File: src/rtl/auth_resp_tx.sv
// Serializes a finished authentication response into a USB control-endpoint byte stream:
// a 4-byte setup prefix followed by wlength message bytes, with a length check and a response timeout.
module auth_resp_tx #(
   parameter int PAYLOAD_BYTES = 64,
   parameter int HDR_BYTES     = 4,
   parameter int CNT_W         = 32
) (
   input  logic                       clk,
   input  logic                       reset,
   input  logic                       start,
   input  logic [8*HDR_BYTES-1:0]     header,
   input  logic [8*PAYLOAD_BYTES-1:0] payload,
   input  logic [15:0]                wlength,
   input  logic [7:0]                 bm_request_type,
   input  logic [7:0]                 b_request,
   input  logic [CNT_W-1:0]           timeout_cycles,
   output logic [7:0]                 tx_data,
   output logic                       tx_valid,
   input  logic                       tx_ready,
   output logic                       tx_last,
   output logic                       ack_out,
   output logic                       busy,
   output logic                       len_err,
   output logic                       timeout_err,
   output logic [2:0]                 dbg_state
);

   localparam int MSG_BYTES = HDR_BYTES + PAYLOAD_BYTES;
   localparam int MSG_W     = 8 * MSG_BYTES;
   localparam logic [15:0] LEN_MIN = 16'(HDR_BYTES);
   localparam logic [15:0] LEN_MAX = 16'(MSG_BYTES);

   typedef enum logic [2:0] {
      S_IDLE  = 3'd0,
      S_CHECK = 3'd1,
      S_SEND  = 3'd2,
      S_DONE  = 3'd3,
      S_ABORT = 3'd4
   } state_t;

   state_t r_state;
   state_t w_next;

   // Shadow copies: the responder may change its outputs once the response is taken.
   logic [MSG_W-1:0] r_msg;
   logic [15:0]      r_wlength;
   logic [7:0]       r_bm;
   logic [7:0]       r_breq;
   logic [CNT_W-1:0] r_tmo;

   logic [16:0]      r_total;
   logic [16:0]      r_idx;
   logic [CNT_W-1:0] r_cnt;

   logic             w_len_bad;
   logic             w_hs;
   logic             w_last;
   logic             w_final_hs;
   logic [CNT_W:0]   w_cnt_inc;
   logic             w_tmo_hit;
   logic [16:0]      w_msg_off;
   logic [MSG_W-1:0] w_shifted;
   logic [7:0]       w_byte;

   assign w_len_bad  = (r_wlength < LEN_MIN) || (r_wlength > LEN_MAX);
   assign w_hs       = (r_state == S_SEND) && tx_ready;
   assign w_last     = (r_idx == (r_total - 17'd1));
   assign w_final_hs = w_hs && w_last;
   // One bit wider so a saturated counter can never alias onto a small limit.
   assign w_cnt_inc  = {1'b0, r_cnt} + {{CNT_W{1'b0}}, 1'b1};
   assign w_tmo_hit  = (r_tmo != '0) && (w_cnt_inc == {1'b0, r_tmo});
   assign dbg_state  = r_state;

   always_comb begin
      w_msg_off = '0;
      if (r_idx >= 17'd4) w_msg_off = r_idx - 17'd4;
      w_shifted = r_msg << {w_msg_off, 3'b000};
      case (r_idx)
         17'd0:   w_byte = r_bm;
         17'd1:   w_byte = r_breq;
         17'd2:   w_byte = r_wlength[7:0];
         17'd3:   w_byte = r_wlength[15:8];
         default: w_byte = w_shifted[MSG_W-1 -: 8];
      endcase
   end

   always_ff @(posedge clk) begin
      if (reset) begin
         r_state   <= S_IDLE;
         r_msg     <= '0;
         r_wlength <= '0;
         r_bm      <= '0;
         r_breq    <= '0;
         r_tmo     <= '0;
         r_total   <= '0;
         r_idx     <= '0;
         r_cnt     <= '0;
      end else begin
         r_state <= w_next;
         case (r_state)
            S_IDLE: begin
               if (start) begin
                  r_msg     <= {header, payload};
                  r_wlength <= wlength;
                  r_bm      <= bm_request_type;
                  r_breq    <= b_request;
                  r_tmo     <= timeout_cycles;
               end
            end
            S_CHECK: begin
               r_total <= {1'b0, r_wlength} + 17'd4;
               r_idx   <= '0;
               r_cnt   <= '0;
            end
            S_SEND: begin
               if (w_hs) r_idx <= r_idx + 17'd1;
               if (r_cnt != '1) r_cnt <= r_cnt + 1'b1;
            end
            default: ;
         endcase
      end
   end

   always_comb begin
      w_next      = r_state;
      tx_data     = 8'h00;
      tx_valid    = 1'b0;
      tx_last     = 1'b0;
      ack_out     = 1'b0;
      busy        = 1'b0;
      len_err     = 1'b0;
      timeout_err = 1'b0;
      case (r_state)
         S_IDLE: begin
            if (start) w_next = S_CHECK;
         end
         S_CHECK: begin
            busy = 1'b1;
            if (w_len_bad) begin
               len_err = 1'b1;
               w_next  = S_IDLE;
            end else begin
               w_next = S_SEND;
            end
         end
         S_SEND: begin
            busy     = 1'b1;
            tx_valid = 1'b1;
            tx_data  = w_byte;
            tx_last  = w_last;
            // A final handshake on the limit cycle still completes the transfer.
            if (w_final_hs)     w_next = S_DONE;
            else if (w_tmo_hit) w_next = S_ABORT;
         end
         S_DONE: begin
            busy    = 1'b1;
            ack_out = 1'b1;
            w_next  = S_IDLE;
         end
         S_ABORT: begin
            busy        = 1'b1;
            timeout_err = 1'b1;
            w_next      = S_IDLE;
         end
         default: w_next = S_IDLE;
      endcase
   end

endmodule

File: config.mk
export PLATFORM = sky130hd
export DESIGN_NAME = auth_resp_tx
export DESIGN_NICKNAME = d
export VERILOG_FILES = /design/src/rtl/auth_resp_tx.sv
export SDC_FILE = /design/constraint.sdc
export NUM_CORES = 2
export LEC_CHECK = 0
export BUFFER_PORTS_ARGS = -buffer_cell sky130_fd_sc_hd__buf_4
export CAP_MARGIN = 20
export CORE_MARGIN = 2
export CORE_UTILIZATION = 41
export DETAILED_ROUTE_END_ITERATION = 12
export PLACE_DENSITY = 0.74
export SETUP_SLACK_MARGIN = 0.05
export SYNTH_ARGS = -nofsm -noshare
export SYNTH_HDL_FRONTEND = slang
export SYNTH_SLANG_ARGS = --single-unit
File: constraint.sdc
create_clock -name clk -period 7.9 [get_ports clk]
set_clock_uncertainty 0.05 [all_clocks]
set_input_delay 0.395 -clock clk [delete_from_list [all_inputs] [get_ports clk]]
set_output_delay 0.395 -clock clk [all_outputs]
set_load 0.005 [all_outputs]
# Word level (Yosys, flattened, before mapping)

Index checks and enable logic that the tools add are counted.

Logic and storage cells: 65
Flip-flop bits (word level): 677
Bits of input ports: 612

Add/subtract/negate cells: 6
Muxes and demuxes: 19
Shift-type cells: 1
Reduce and logical (&&, ||, !) cells: 13
$lt $le $gt $ge: 3
Equality and inequality tests: 14

Operator list:

| kind                                                                             | count |
|---|---|
| 544-bit by 20-bit << shifter with 544-bit output                                 | 1 |
| 32-bit one-hot mux with 2 select lines                                           | 1 |
| 17-bit by 2-bit == test with 1-bit output, second input constant                 | 2 |
| 17-bit two-way mux                                                               | 2 |
| 17-bit one-hot mux with 2 select lines                                           | 1 |
| 32-bit by 1-bit adder with 33-bit output, second input constant                  | 1 |
| 33-bit by 32-bit == test with 1-bit output                                       | 1 |
| 32-bit by 1-bit adder with 32-bit output, second input constant                  | 1 |
| 32-bit two-way mux                                                               | 1 |
| 32-bit != test, second input constant                                            | 1 |
| 8-bit one-hot mux with 4 select lines                                            | 1 |
| 32-bit nonzero test                                                              | 1 |
| 16-bit by 3-bit adder with 17-bit output, second input constant                  | 1 |
| 17-bit by 1-bit adder with 17-bit output, second input constant                  | 1 |
| 17-bit by 1-bit == test with 1-bit output, second input constant                 | 1 |
| 17-bit == test                                                                   | 1 |
| 17-bit by 3-bit >= comparator with 1-bit output, second input constant           | 1 |
| 17-bit zero test                                                                 | 1 |
| 17-bit by 1-bit subtractor with 17-bit output, second input constant             | 1 |
| 17-bit by 3-bit subtractor with 17-bit output, second input constant             | 1 |
| 16-bit by 7-bit greater-than comparator with 1-bit output, second input constant | 1 |
| 16-bit by 3-bit less-than comparator with 1-bit output, second input constant    | 1 |
| 3-bit two-way mux                                                                | 3 |
| 3-bit one-hot mux with 3 select lines                                            | 1 |
| other kinds (15)                                                                 | 28 |

# Longest topological paths before layout

Depth after elaboration: 6
Depth in mapped cells: 18
Mapped depth without buffers: 10

# Worst setup path before layout

No wires, ideal clock.

Path kind: flip-flop to output port
Start point: register r_idx[0]
End point: output tx_data[0]
Slack: 3692 ps
Arrival: 3763 ps
Buffers on the path: 7
Stages on the path, launching flop included: 18
Path through: dfxtp_1 > clkbuf_1 > buf_2 > inv_1 > clkbuf_1 > clkbuf_1 > clkbuf_1 > ha_1 > buf_2 > nand2_1 > o21a_1 > clkbuf_1 > a21oi_2 > o221ai_1 > a211o_1 > a31o_2 > a211o_1 > a21o_1

Cells in the longest elaborated chain, start to end: 5

Ends and longest elaborated chain:

| item                                                                                                                    | RTL line | RTL |
|---|---|---|
| start, declared                                                                                                         | 52       | `logic [16:0] r_idx;` |
| start signal, assigned                                                                                                  | 116      | `if (w_hs) r_idx <= r_idx + 17'd1;` |
| 17-bit by 3-bit subtractor with 17-bit output / 17-bit by 3-bit >= comparator with 1-bit output (equally long branches) | 76       | `if (r_idx >= 17'd4) w_msg_off = r_idx - 17'd4;` |
| 17-bit two-way mux                                                                                                      | 76       |  |
| 544-bit by 20-bit << shifter with 544-bit output                                                                        | 77       | `w_shifted = r_msg << {w_msg_off, 3'b000};` |
| 8-bit one-hot mux with 4 select lines (*)                                                                               | 78       | `case (r_idx)` |
| 8-bit two-way mux (*)                                                                                                   | 133      | `case (r_state)` |
| end, declared                                                                                                           | 17       | `output logic [7:0] tx_data,` |

Every way passes the cells marked *; elsewhere a longest branch is shown, timed or not.

# Final worst setup path

Start point: register r_idx[1]
End point: output tx_data[2]

Same word-level chain as after synthesis.

==> PnR_summary.wiki <==
{| class="wikitable"
! Metric !! Value
|-
| Die Outline Area || 77,960 um2
|-
| Post-synthesis net count || around 4,700
|-
| Effective utilization at floorplan || 0.4157
|-
| Via total after detailed routing || between 30,000 and 40,000
|-
| Endpoint required time on the critical path || ~7500 ps
|-
| Vias in the first global route || roughly 34,000
|-
| HPWL after DPL || 89,730 um
|-
| Cell area after layout || around 44,000 um2
|-
| Routed wire per std cell || 22.63 um
|-
| Crit-path cells || inv_1 > ha_1 > nand2_1 > o21ai_0 > o21ai_1 > mux2i_1 > a311oi_1 > a211o_1 > o41ai_1 > o221ai_1 > buf_4
|-
| Largest fanout on the critical path || 54
|-
| Number of distinct library cells after synthesis || 81
|-
| Cell types occupying the most area after synthesis || dfxtp_1 44%, nand2_1 16%, a21oi_1 11%, clkbuf_1 3.4%, mux4_2 3.0%
|-
| Boundary pin count || 629
|-
| Die Height || around 280 um
|-
| Layout cells sized above 1 || 0.1746
|-
| Post-CTS sizing || 0
|-
| Terminus of the critical flop-to-flop path || r_idx[11]
|-
| Part of the total power dissipated in combinational logic || 0.152
|-
| Worst-path cell with the longest stage delay || dfxtp_4
|-
| Startpoint types || flop
|-
| VDD IR max || 0.1627 mV
|-
| Number of warnings printed during yosys synthesis || 0
|-
| Sequential share of the synthesized area || 0.4365
|-
| IO buf count || 628
|-
| Pin count of the biggest net entering global routing || 252
|-
| Signal arrival time at the worst endpoint || 6110 ps
|-
| Launching point of the worst reg2reg path || r_idx[1]
|-
| Total Wirelength || approximately 140,000 um
|-
| Average cell area after synthesis || 7.682 um2
|-
| First-pass GRT wire length || 203,500 um
|-
| Maximum cell stage delay along the critical path || about 900 ps
|-
| Net switching fraction of the power || 0.2748
|-
| Kind of cell adding the most delay to the critical path || compound AO/OA/AOI/OAI gates
|-
| CTS buffer count || 74
|-
| Outcome || finished, final reports clean
|-
| Main synth FF type || dfxtp_1
|-
| #FFs+latches synth || 677
|-
| All-layer global routing usage || 0.3377
|-
| Fraction of synthesis flops using an asynchronous set or reset pin || 0
|-
| Fraction of post-synthesis cell area in the top cell type by area || 0.4365
|-
| Net switching component of the power || about 0.0024 W
|-
| Clk root buf || clkbuf_16
|-
| Worst reg2reg setup slack || roughly 3800 ps
|-
| FF+latch area || 13,560 um2
|-
| Final count of negative-setup-slack endpoints || 0
|-
| Num Clock Sinks || 677
|-
| Hold Fails Final Rpt || 0
|-
| Min Tclk post-route || 6556 ps
|-
| Total global routing overflow || 0
|-
| Unrepaired setup endpoints after global routing || no
|-
| Sink of the worst hold path || r_msg[121]
|-
| Yosys top cell by area || dfxtp_1
|-
| Footprint of the multi-input gates || 16,170 um2
|-
| Buffer levels on the longest clock path || 3
|-
| TritonCTS clock tree || done
|-
| Initial DRT Pass Iterations || 6
|-
| Clock latency of the later-clocked register in the worst-skew pair || 640 ps
|-
| Count of pins over their slew limit || 0
|-
| Antenna violations before repair || 26
|-
| Instance count along the most critical hold path || 3
|-
| Syn Inst Count || 4,042
|-
| Total Nets Final || ~5,600
|-
| Hold path startpoint || payload[121]
|-
| HP Class || input port to flop
|-
| Internal power summed over all cells || 0.006431 W
|-
| Number of flops mapped to enable cells by yosys || 0
|-
| Clk slew on worst S/H paths || 60 ps
|-
| Max H-tree Level || 3
|-
| Initial DRC Count || 3,708
|-
| Highest attainable clock frequency || 0.1525 GHz
|-
| Cell area after placement || approximately 36,000 um2
|-
| Relative max-transition margin || 0.06463
|-
| Sequential power share || 0.430
|-
| DRC violations left || 0
|-
| Last weighted congestion value of the routability-driven placer || 0.9573
|-
| Crit share post-route || 0.8299
|-
| Reg2reg path depth || 8
|-
| Number of filler cells placed in the layout || 6,144
|-
| Core ar. || roughly 75,000 um2
|-
| Cell Area, Synth || a little over 30,000 um2
|-
| Slew at the pin with the worst max-slew slack || between 1000 and 1500 ps
|-
| Horizontal die dimension || ~280 um
|-
| # rows || 100
|-
| Total design power || 0.008868 W
|-
| Clock network fraction of total power || 0.418
|-
| Total leakage power || 17.23 nW
|-
| Critical Path Sink Type || output pin
|-
| Critical path buffers and inverters || 2
|-
| Power Dens Cells || 199.7 nW/um2
|-
| Setup total negative slack || 0 ps
|-
| Layout Area Growth over Synthesis || 42.97%
|-
| Setup Crit Path Kind || flop to output pin
|-
| Number of vias per cell || ~5.7
|-
| Post-DRT Antenna Nets || 0
|-
| Max cap viols || 0
|}
power groups by stage:
stage	combinational, W	clock [W]	sequential (W)
after floorplan	0.000604	0	0.00379
after global placement	0.00104	0	0.00387
after detailed placement	0.00105	0	0.00387
after CTS	0.00129	0.00373	0.00379
after global routing	0.00145	0.00388	0.00382
final	0.00135	0.00371	0.00381
placed cells by master, fill, tap and decap left out, drive strengths merged, types with 12 or more instances in the layout:
cell,synthesis,final
mux2i,60,60
a221oi,25,25
a31oi,19,19
or3,19,19
o21ai,83,83
clkinv,2,24
a21oi,712,712
dfxtp,677,677
mux4,42,42
a22oi,22,22
ha,13,13
nand2,1333,1333
nor4,31,31
xnor2,62,62
o221ai,12,12
diode,0,25
and2,23,23
mux2,25,25
clkbuf,280,100
a211oi,42,42
inv,13,16
dlygate4sd3,0,572
nand3,41,41
buf,53,652
and3,17,17
nor2,124,124
o22ai,31,31
nand4,24,24
xor2,36,36
o211ai,17,17
nor3,35,35
layout make-up:
class,count,area share
Clock inverter,36,0.01172
Tap cell,969,0.02731
Inverter,15,0.001268
Multi-Input combinational cell,3017,0.3643
Antenna cell,25,0.001409
Timing Repair Buffer,1225,0.2413
Sequential cell,677,0.3055
Clock buffer,99,0.04721
cells by family (layout without fill, tap and decap cells):
logic type / after synthesis / in the layout / synth area share
multiplexers: 127 / 127 / 0.05887
buffers and inverters: 348 / 1375 / 0.04392
flip-flops: 677 / 677 / 0.4365
other: 0 / 25 / 0
AO/OA/AOI/OAI: 1069 / 1069 / 0.1979
adder cells (fa/ha/maj): 13 / 13 / 0.005238
AND/OR/NAND/NOR: 1708 / 1708 / 0.2285
XOR/XNOR: 100 / 100 / 0.02909
layer usage:
metal | global-route usage | share of wire
met5 | 0 | 0.00090
met2 | 0.5596 | 0.47
met1 | 0.3923 | 0.37
met4 | 0.2226 | 0.072
met3 | 0.07514 | 0.085
worst register-to-register path, cell delays in order (launching register included):
cell and delay [ps]:
dfxtp_4 900, buf_4 620, buf_4 550, nand2_1 310
nor3_1 480, and3_1 350, nand3_1 200, or3_1 410
a21oi_1 140
metrics by stage:
stage / std cells / hold WS [ps] / setup slack (ps) / utilization
6_report: 6063 / 18.00 / 1344 / 0.5944
4_1_cts: 6036 / 1.749 / 1372 / 0.5933
2_1_floorplan: 4042 / 381.1 / 3692 / -
3_5_place_dp: 5329 / 394.3 / 2080 / 0.4816
5_1_grt: 6056 / 16.67 / 1142 / 0.5941
3_3_place_gp: 5328 / 388.3 / 2153 / 0.4815
how the worst max path moves through the flow:
stage,startpoint,end,slack (ps),cells past startpoint
2_1_floorplan,r_idx[0],tx_data[0],3690,17
3_3_place_gp,r_idx[1],tx_data[2],2150,11
3_5_place_dp,r_idx[1],tx_data[2],2080,11
4_1_cts,r_idx[1],tx_data[2],1370,11
5_1_grt,r_idx[1],tx_data[2],1140,11
6_report,r_idx[1],tx_data[2],1340,11
synthesized netlist by cell type (14+ instances only):
| cell type | count |
|---|---|
| xor2_1 | 36 |
| and3_1 | 17 |
| xnor2_1 | 62 |
| mux2_2 | 25 |
| or3_1 | 19 |
| nand4_1 | 23 |
| o211ai_1 | 16 |
| nand2_1 | 1331 |
| nor3_1 | 34 |
| a221oi_1 | 25 |
| clkbuf_1 | 279 |
| mux4_2 | 42 |
| a31oi_1 | 19 |
| buf_1 | 14 |
| a211oi_1 | 42 |
| o21ai_0 | 79 |
| a21oi_1 | 710 |
| nor2_1 | 122 |
| nand3_1 | 40 |
| o22ai_1 | 31 |
| and2_1 | 22 |
| dfxtp_1 | 677 |
| buf_2 | 36 |
| mux2i_1 | 60 |
| nor4_1 | 27 |
| a22oi_1 | 22 |
sequential cells by signal (all words and copies together), names as in the netlist:
name,cells
r_msg,544
r_cnt,32
r_tmo,32
r_idx,17
r_total,17
r_wlength,16
r_bm,8
r_breq,8
dbg_state,3
what timing repair did:
| action | 4_1_cts | 5_1_grt |
|---|---|---|
| hold buffers | 572 | 0 |
| buffers inserted | 0 | 0 |
| endpoints found under the setup margin | 0 | 0 |
| hold endpoints to repair | 572 | 0 |
(Power assumes the default switching activity.)
